File: src/rtl/byte_asm_pkg.sv
// rtl/byte_asm_pkg.sv - shared types, widths and byte packing; BYTE_ASM_BIGENDIAN_EN selects byte order
package byte_asm_pkg;

    localparam int BYTE_W = 8;
    localparam int WORD_W = 16;

    typedef logic [1:0] state_t;

    localparam state_t S_LOW  = 2'd0;
    localparam state_t S_HIGH = 2'd1;
    localparam state_t S_FULL = 2'd2;

    function automatic logic [WORD_W-1:0] pack_word(
        input logic [BYTE_W-1:0] first,
        input logic [BYTE_W-1:0] second
    );
`ifdef BYTE_ASM_BIGENDIAN_EN
        return {first, second};
`else
        return {second, first};
`endif
    endfunction

endpackage

File: src/rtl/byte_pair_assembler_if.sv
// rtl/byte_pair_assembler_if.sv - byte input, word output and status bundle
interface byte_pair_assembler_if;
    import byte_asm_pkg::*;

    logic              in_valid;
    logic              in_ready;
    logic [BYTE_W-1:0] in_data;
    logic              out_valid;
    logic              out_ready;
    logic [WORD_W-1:0] out_data;
    logic              err_timeout;
    logic [15:0]       word_count;

    modport master (
        output in_valid, in_data, out_ready,
        input  in_ready, out_valid, out_data, err_timeout, word_count
    );

    modport slave (
        input  in_valid, in_data, out_ready,
        output in_ready, out_valid, out_data, err_timeout, word_count
    );

endinterface

File: src/rtl/byte_asm_timer.sv
// rtl/byte_asm_timer.sv - second-byte wait counter; TIMEOUT_CYCLES = 0 never expires
module byte_asm_timer #(
    parameter int TIMEOUT_CYCLES = 16
) (
    input  logic clk,
    input  logic reset,
    input  logic clear,
    input  logic enable,
    output logic expired
);

    localparam int CW     = (TIMEOUT_CYCLES > 1) ? $clog2(TIMEOUT_CYCLES) : 1;
    localparam int LAST_I = (TIMEOUT_CYCLES > 0) ? TIMEOUT_CYCLES - 1 : 0;
    localparam logic [CW-1:0] LAST = CW'(LAST_I);
    localparam logic [CW-1:0] ONE  = CW'(1);

    logic [CW-1:0] count_q;

    always_ff @(posedge clk) begin
        if (reset || clear) begin
            count_q <= '0;
        end else if (enable) begin
            count_q <= count_q + ONE;
        end
    end

    assign expired = (TIMEOUT_CYCLES != 0) && enable && (count_q == LAST);

endmodule

File: src/rtl/byte_pair_assembler.sv
// rtl/byte_pair_assembler.sv - assembles two bytes into a 16-bit word with second-byte timeout
module byte_pair_assembler
    import byte_asm_pkg::*;
#(
    parameter int TIMEOUT_CYCLES = 16
) (
    input  logic                  clk,
    input  logic                  reset,
    byte_pair_assembler_if.slave  bus
);

    state_t            state_q;
    logic [BYTE_W-1:0] first_q;
    logic [WORD_W-1:0] word_q;
    logic [15:0]       count_q;
    logic              err_q;

    logic in_ready;
    logic out_valid;
    logic in_fire;
    logic out_fire;
    logic timer_clear;
    logic timer_enable;
    logic expired;

    assign in_ready  = !reset && (state_q != S_FULL);
    assign out_valid = !reset && (state_q == S_FULL);
    assign in_fire   = bus.in_valid && in_ready;
    assign out_fire  = out_valid && bus.out_ready;

    // A second byte on the expiry cycle suppresses the enable, so the byte wins.
    assign timer_clear  = (state_q != S_HIGH);
    assign timer_enable = (state_q == S_HIGH) && !in_fire;

    byte_asm_timer #(
        .TIMEOUT_CYCLES(TIMEOUT_CYCLES)
    ) u_timer (
        .clk    (clk),
        .reset  (reset),
        .clear  (timer_clear),
        .enable (timer_enable),
        .expired(expired)
    );

    always_ff @(posedge clk) begin
        if (reset) begin
            state_q <= S_LOW;
            first_q <= '0;
            word_q  <= '0;
            count_q <= '0;
            err_q   <= 1'b0;
        end else begin
            err_q <= expired;
            if (out_fire) begin
                count_q <= count_q + 16'd1;
            end
            case (state_q)
                S_LOW: begin
                    if (in_fire) begin
                        first_q <= bus.in_data;
                        state_q <= S_HIGH;
                    end
                end
                S_HIGH: begin
                    if (in_fire) begin
                        word_q  <= pack_word(first_q, bus.in_data);
                        state_q <= S_FULL;
                    end else if (expired) begin
                        state_q <= S_LOW;
                    end
                end
                S_FULL: begin
                    if (out_fire) begin
                        state_q <= S_LOW;
                    end
                end
                default: state_q <= S_LOW;
            endcase
        end
    end

    assign bus.in_ready    = in_ready;
    assign bus.out_valid   = out_valid;
    assign bus.out_data    = out_valid ? word_q : '0;
    assign bus.err_timeout = err_q;
    assign bus.word_count  = count_q;

endmodule

File: src/flat_wrapper.sv
// flat-port wrapper written by rule: the top's interface ports become plain ports
module byte_pair_assembler_flat import byte_asm_pkg::*;
#(
    parameter int TIMEOUT_CYCLES = 16
)
  (clk, reset, bus_in_valid, bus_in_data, bus_out_ready, bus_in_ready, bus_out_valid, bus_out_data, bus_err_timeout, bus_word_count);
  byte_pair_assembler_if bus_i ();
  input  logic clk;
  input  logic reset;
  input wire logic [$bits(bus_i.in_valid)-1:0] bus_in_valid;
  input wire logic [$bits(bus_i.in_data)-1:0] bus_in_data;
  input wire logic [$bits(bus_i.out_ready)-1:0] bus_out_ready;
  output wire logic [$bits(bus_i.in_ready)-1:0] bus_in_ready;
  output wire logic [$bits(bus_i.out_valid)-1:0] bus_out_valid;
  output wire logic [$bits(bus_i.out_data)-1:0] bus_out_data;
  output wire logic [$bits(bus_i.err_timeout)-1:0] bus_err_timeout;
  output wire logic [$bits(bus_i.word_count)-1:0] bus_word_count;
  assign bus_i.in_valid = bus_in_valid;
  assign bus_i.in_data = bus_in_data;
  assign bus_i.out_ready = bus_out_ready;
  assign bus_in_ready = bus_i.in_ready;
  assign bus_out_valid = bus_i.out_valid;
  assign bus_out_data = bus_i.out_data;
  assign bus_err_timeout = bus_i.err_timeout;
  assign bus_word_count = bus_i.word_count;
  byte_pair_assembler #(.TIMEOUT_CYCLES(TIMEOUT_CYCLES)) u_core (.clk(clk), .reset(reset), .bus(bus_i));
endmodule
File: config.mk
export PLATFORM = sky130hd
export DESIGN_NAME = byte_pair_assembler_flat
export DESIGN_NICKNAME = d
export VERILOG_FILES = /design/src/rtl/byte_asm_pkg.sv /design/src/rtl/byte_pair_assembler_if.sv /design/src/rtl/byte_asm_timer.sv /design/src/rtl/byte_pair_assembler.sv /design/src/flat_wrapper.sv
export SDC_FILE = /design/constraint.sdc
export NUM_CORES = 1
export LEC_CHECK = 0
export CAP_MARGIN = 30
export CORE_UTILIZATION = 49
export DETAILED_ROUTE_END_ITERATION = 8
export PLACE_DENSITY_LB_ADDON = 0.15
export SYNTH_ARGS = -nofsm -noshare
export SYNTH_HDL_FRONTEND = slang
export SYNTH_SLANG_ARGS = --single-unit
File: constraint.sdc
create_clock -name clk -period 2 [get_ports clk]
set_input_delay 0.2 -clock clk [delete_from_list [all_inputs] [get_ports clk]]
set_output_delay 0.2 -clock clk [all_outputs]
set_load 0.05 [all_outputs]
* Word-level counts from Yosys, hierarchy flattened *
Cells that the tools add are included.

storage, ports and cells
  flip-flop bits (word level) = 47
  latch bits = 0
  RAM bits = 0
  bits in read-only memories = 0
  input bits = 12
  output and inout bits = 35
  word-level logic and storage cells = 35
  memories = 0

cells by class
  $add $sub $neg = 2
  multiply operators = 0
  divide/modulo/power cells = 0
  magnitude comparators = 0
  equal/unequal tests = 8
  shift-type cells = 0
  muxes and demuxes = 6
  bitwise gates (word level) = 0
  reduce and logical (&&, ||, !) cells = 13

operator list
  operator                                        count
  adder 16 x 1 -> 16 bit (second input constant)  1
  two-way mux 16 bit                              1
  two-way mux 2 bit                               4
  logical AND 1 bit                               6
  != test 2 x 1 -> 1 bit (second input constant)  3
  one-hot mux 2 bit (3 select lines)              1
  adder 4 x 1 -> 4 bit (second input constant)    1
  == test 4 bit (second input constant)           1
  AND reduction 2 bit                             2
  != test 3 x 1 -> 1 bit (second input constant)  1
  AND reduction 3 bit                             1
  == test 2 x 1 -> 1 bit (second input constant)  1
  == test 2 bit (second input constant)           1
  logical NOT 1 bit                               2
  logical NOT 2 bit                               1
  != test 2 bit (second input constant)           1
  logical OR 1 bit                                1

* Depth between registers and ports, before layout *
  depth after elaboration = 9
  gate-level depth with buffers = 7
  mapped depth without buffers = 5

* By module *
From an unflattened synthesis, not the netlist that was laid out.

second synthesis, totals
  cell total of the unflattened synthesis = 244
  area, all modules = 2004.4 µm²

modules (own cells, without submodules)
  module               times used  cells an instance  area an instance (µm²)  sequential area each (µm²)
  byte_pair_assembler  1           227                1818.0                  860.8
  byte_asm_timer       1           17                 186.4                   80.1

* Least setup slack after synthesis *
Ideal clock, no wire load.

  path kind = register -> register
  start = reg u_core.count_q[0], in the netlist u_core.bus.word_count[0]
  end = reg u_core.count_q[14], in the netlist u_core.bus.word_count[14]
  library setup time = 0.070 ns
  arrival = 2.139 ns
  required time = 1.930 ns
  path slack = -0.209 ns
  stages on the path, launching flop included = 6
  path buffers = 0
  clock period less this slack = 2.209 ns
  cells stage by stage = dfxtp_1 > ha_1 > nand4b_1 > or4_4 > or3_1 > a21oi_1

on the way
  word-level cells in the longest chain between the ends = 1

ends and longest elaborated chain
  what                    line                       RTL
  from (decl)             byte_pair_assembler.sv:15  logic [15:0] count_q;
  from (signal assigned)  byte_pair_assembler.sv:55  count_q <= count_q + 16'd1;
  adder 16 x 1 -> 16 bit  byte_pair_assembler.sv:55

Every way passes these cells.
A chain may end at the register's enable or synchronous reset.

* Worst setup path after layout *
  start = reg u_core.state_q[1]
  end = out bus_out_data[5]

on the way
  word-level cells in the longest chain between the ends = 3

ends and longest elaborated chain
  what                    line                       RTL
  from (decl)             byte_pair_assembler.sv:12  state_t state_q;
  from (signal assigned)  byte_pair_assembler.sv:47  state_q <= S_LOW;
  from (signal assigned)  byte_pair_assembler.sv:61  state_q <= S_HIGH;
  from (signal assigned)  byte_pair_assembler.sv:67  state_q <= S_FULL;
  == test 2 bit           byte_pair_assembler.sv:27  assign out_valid = !reset && (state_q == S_FULL);
  logical AND 1 bit       byte_pair_assembler.sv:27
  two-way mux 16 bit      byte_pair_assembler.sv:84  assign bus.out_data = out_valid ? word_q : '0;
  to (decl)               flat_wrapper.sv:15         output wire logic [$bits(bus_i.out_data)-1:0] bus_out_data;

Every way passes these cells.

==> results by group <==
Global routing
  – Pin count of the biggest net entering global routing: 31
  – GR Overflow Total: 0
  – Number of global-route vias before repair: 1771
  – Initial antenna violation count: 0
  – GRT Total Usage: 0.225
  – First-pass GRT wire length: 7.51 mm

Finish
  – Final instance area: 2860 um^2
  – Layout area overhead: 43.8%
  – Antenna Cells: 0
  – Share of post-route cells with drive strength above 1: 0.174
  – Final-stage net count: 306
  – Final cell count without fillers: 341

Run status
  – Status: complete, no violations

Min path
  – Hold path cells: 2
  – HP Class: register to register
  – Hold Crit Start: u_core.first_q[5]

Drt
  – Residual DRC: 0
  – Antenna Nets Post-Route: 0
  – Via/cell ratio: 5.19
  – Initial DRC count: 114
  – Router iterations before antenna repair: 4
  – Post-Route WL: 4.23 mm
  – Routed vias: 1770
  – Routed WL per cell: 12.4 um

Worst setup path
  – CP endpoint kind: primary output
  – CP Launch Point: u_core.state_q[1]
  – Critical Path End: bus_out_data[5]
  – Worst R2R End: u_core.bus.word_count[13]
  – Reg2Reg Launch Point: u_core.bus.word_count[4]
  – Reg2Reg Setup Slack: 210 ps
  – CP Cell Sequence: or2b_2 -> nor2_1 -> buf_12
  – Critical path arrival: 1690 ps
  – Delay of the slowest cell on the worst path: 490 ps
  – Crit-path slowest cell: or2b_2
  – Reg2Reg Depth: 4
  – Critical path type: register to primary output
  – Worst EP required: 1800 ps
  – Startpoint types: register
  – CP max FO: 18

Clock network
  – TritonCTS clock tree: built
  – Hold-fix buffers, CTS: 0
  – Clk_lat worst skew: 300 ps
  – Clk root buf: clkbuf_8
  – Clock tree buffer depth: 2
  – Post_cts resized: 1
  – Post-CTS setup buffers: 0
  – CTS Sinks: 47
  – Clock transition at path regs: 80 ps
  – H-tree depth: 2
  – TritonCTS buffer count: 5

Synthesis
  – Seq/Total Area, Yosys: 0.474
  – Mapped Cells: 239
  – Syn nets: 253
  – Count of state elements after synthesis: 47
  – Mean Syn Cell Area: 8.31 um^2
  – Yosys cell types: 35
  – Number of synthesized flops with an enable pin: 0
  – Synth Warn #: 0
  – Fraction of registers with async set/reset: 0
  – Mapped Area: 1990 um^2
  – Top FF cell, synth: dfxtp_1

STA
  – Fin crit period: 1890 ps
  – Hold Vio Cnt, Final: 0
  – Setup TNS: 0 ps
  – Fmax: 529 MHz
  – RSZ-0062 raised after global routing: no
  – Clk_skew: 6.75 ps
  – Relative slew slack: 0.668
  – Final count of negative-setup-slack endpoints: 0
  – Final Slew Violations: 0
  – Worst Setup Slack, final: 111 ps
  – Worst Max-Slew Pin Slew: 496 ps
  – Final Cycle Share: 0.945

Die
  – Core footprint: 3770 um^2
  – Die width: 65.7 um
  – Starting density of the core: 0.527
  – Die H: 65.7 um
  – # IOs: 47
  – Die area: 4310 um^2
  – FP Rows: 22

Placement
  – PortBufs: 46
  – Detailed Place HPWL: 3.01 mm
  – Cell Area, Placed: 2750 um^2
  – DP Cell Count: 333
  – Place WS: -30.3 ps
  – Global placer's final weighted congestion: 0.785

Power and ir drop
  – PD cells: 600 nW/um^2
  – Total power: 1710 uW
  – Leakage: 0.00106 uW
  – Maximum VDD drop: 0.484 mV

Run
  – Max Cap Violations: 0
-- stage by stage --
| step | hold slack [ps] | utilization |
|---|---|---|
| 2_1_floorplan | 309 | - |
| 3_3_place_gp | 435 | 0.730 |
| 3_5_place_dp | 437 | 0.730 |
| 4_1_cts | 458 | 0.757 |
| 5_1_grt | 478 | 0.757 |
| 6_report | 456 | 0.757 |
-- kinds of logic after synthesis --
kind of cell / after synthesis / share of synthesized area
and+or+nand+nor: 119 / 0.309
DFF: 47 / 0.474
AOI/OAI and AO/OA: 38 / 0.103
buffers and inverters: 18 / 0.0346
xor gates and xnor gates: 13 / 0.0573
muxes: 2 / 0.0101
adders and majority gates: 2 / 0.0126
-- cell usage after synthesis (3+ instances only) --
master	number	area, um^2
nor3_1	5	25.0
xnor2_1	9	78.8
dfxtp_1	47	941
nand4_1	3	18.8
nand2_1	37	139
nand2b_1	17	106
nor2_1	34	128
or3_1	3	18.8
a21oi_1	14	70.1
clkbuf_1	9	33.8
nand3_1	3	15.0
xor2_1	4	35.0
inv_1	6	22.5
o21ai_0	19	95.1
-- final cells by class --
cell class,count,area [um^2]
tap,48,60.1
sequential,47,950
fill,295,915
inverter,6,22.5
clock buffer,8,100
timing repair buffer,58,743
multi-input combinational,174,981
-- sequential cells by signal (all words and copies together), names as in the netlist --
register and flops:
u_core.state_q 2, u_core.bus.err_timeout 1, u_core.word_q 16, u_core.u_timer.count_q 4, u_core.bus.word_count 16, u_core.first_q 8
-- power breakdown --
part,switching [uW],internal (uW)
registers,12.6,955
clock network,296,315
logic,69.3,64.8
-- critical path, delay by kind of cell, from the launching register on --
family,cells,cell delay [ps]
buf+inv,1,170
flops,1,470
simple gates,2,750
-- per-layer routing --
| metal | up-vias | track usage | wire, um |
|---|---|---|---|
| met1 | 816 | 0.251 | 1860 |
| met5 | - | 0 | 0 |
| li1 | 894 | - | - |
| met2 | 51 | 0.392 | 2070 |
| met3 | 9 | 0.0677 | 229 |
| met4 | 0 | 0.0924 | 64 |
-- how the worst min path moves through the flow --
stage / end / slack (ps)
detailed placement: u_core.word_q[4] / 440
global placement: u_core.word_q[7] / 430
global route: u_core.first_q[1] / 480
floorplan: u_core.word_q[10] / 310
CTS: u_core.first_q[1] / 460
finish: u_core.word_q[5] / 460
-- layout by cell type, fill, tap and decap left out, drive strengths merged --
cell | synthesis | layout
a21o | 2 | 2
a21oi | 14 | 14
a311oi | 1 | 1
and2 | 1 | 1
and3 | 1 | 1
buf | 3 | 30
clkbuf | 9 | 8
clkdlybuf4s50 | 0 | 28
dfxtp | 47 | 47
ha | 2 | 2
inv | 6 | 6
mux2i | 2 | 2
nand2 | 37 | 37
nand2b | 17 | 17
nand3 | 3 | 3
nand3b | 2 | 2
nand4 | 4 | 4
nand4b | 3 | 3
nor2 | 34 | 34
nor2b | 2 | 2
nor3 | 5 | 5
nor3b | 1 | 1
nor4 | 2 | 2
o21a | 1 | 1
o21ai | 19 | 19
o31ai | 1 | 1
or2b | 1 | 1
or3 | 3 | 3
or4 | 3 | 3
xnor2 | 9 | 9
xor2 | 4 | 4
No activity file was read; power rests on OpenSTA's default activity.
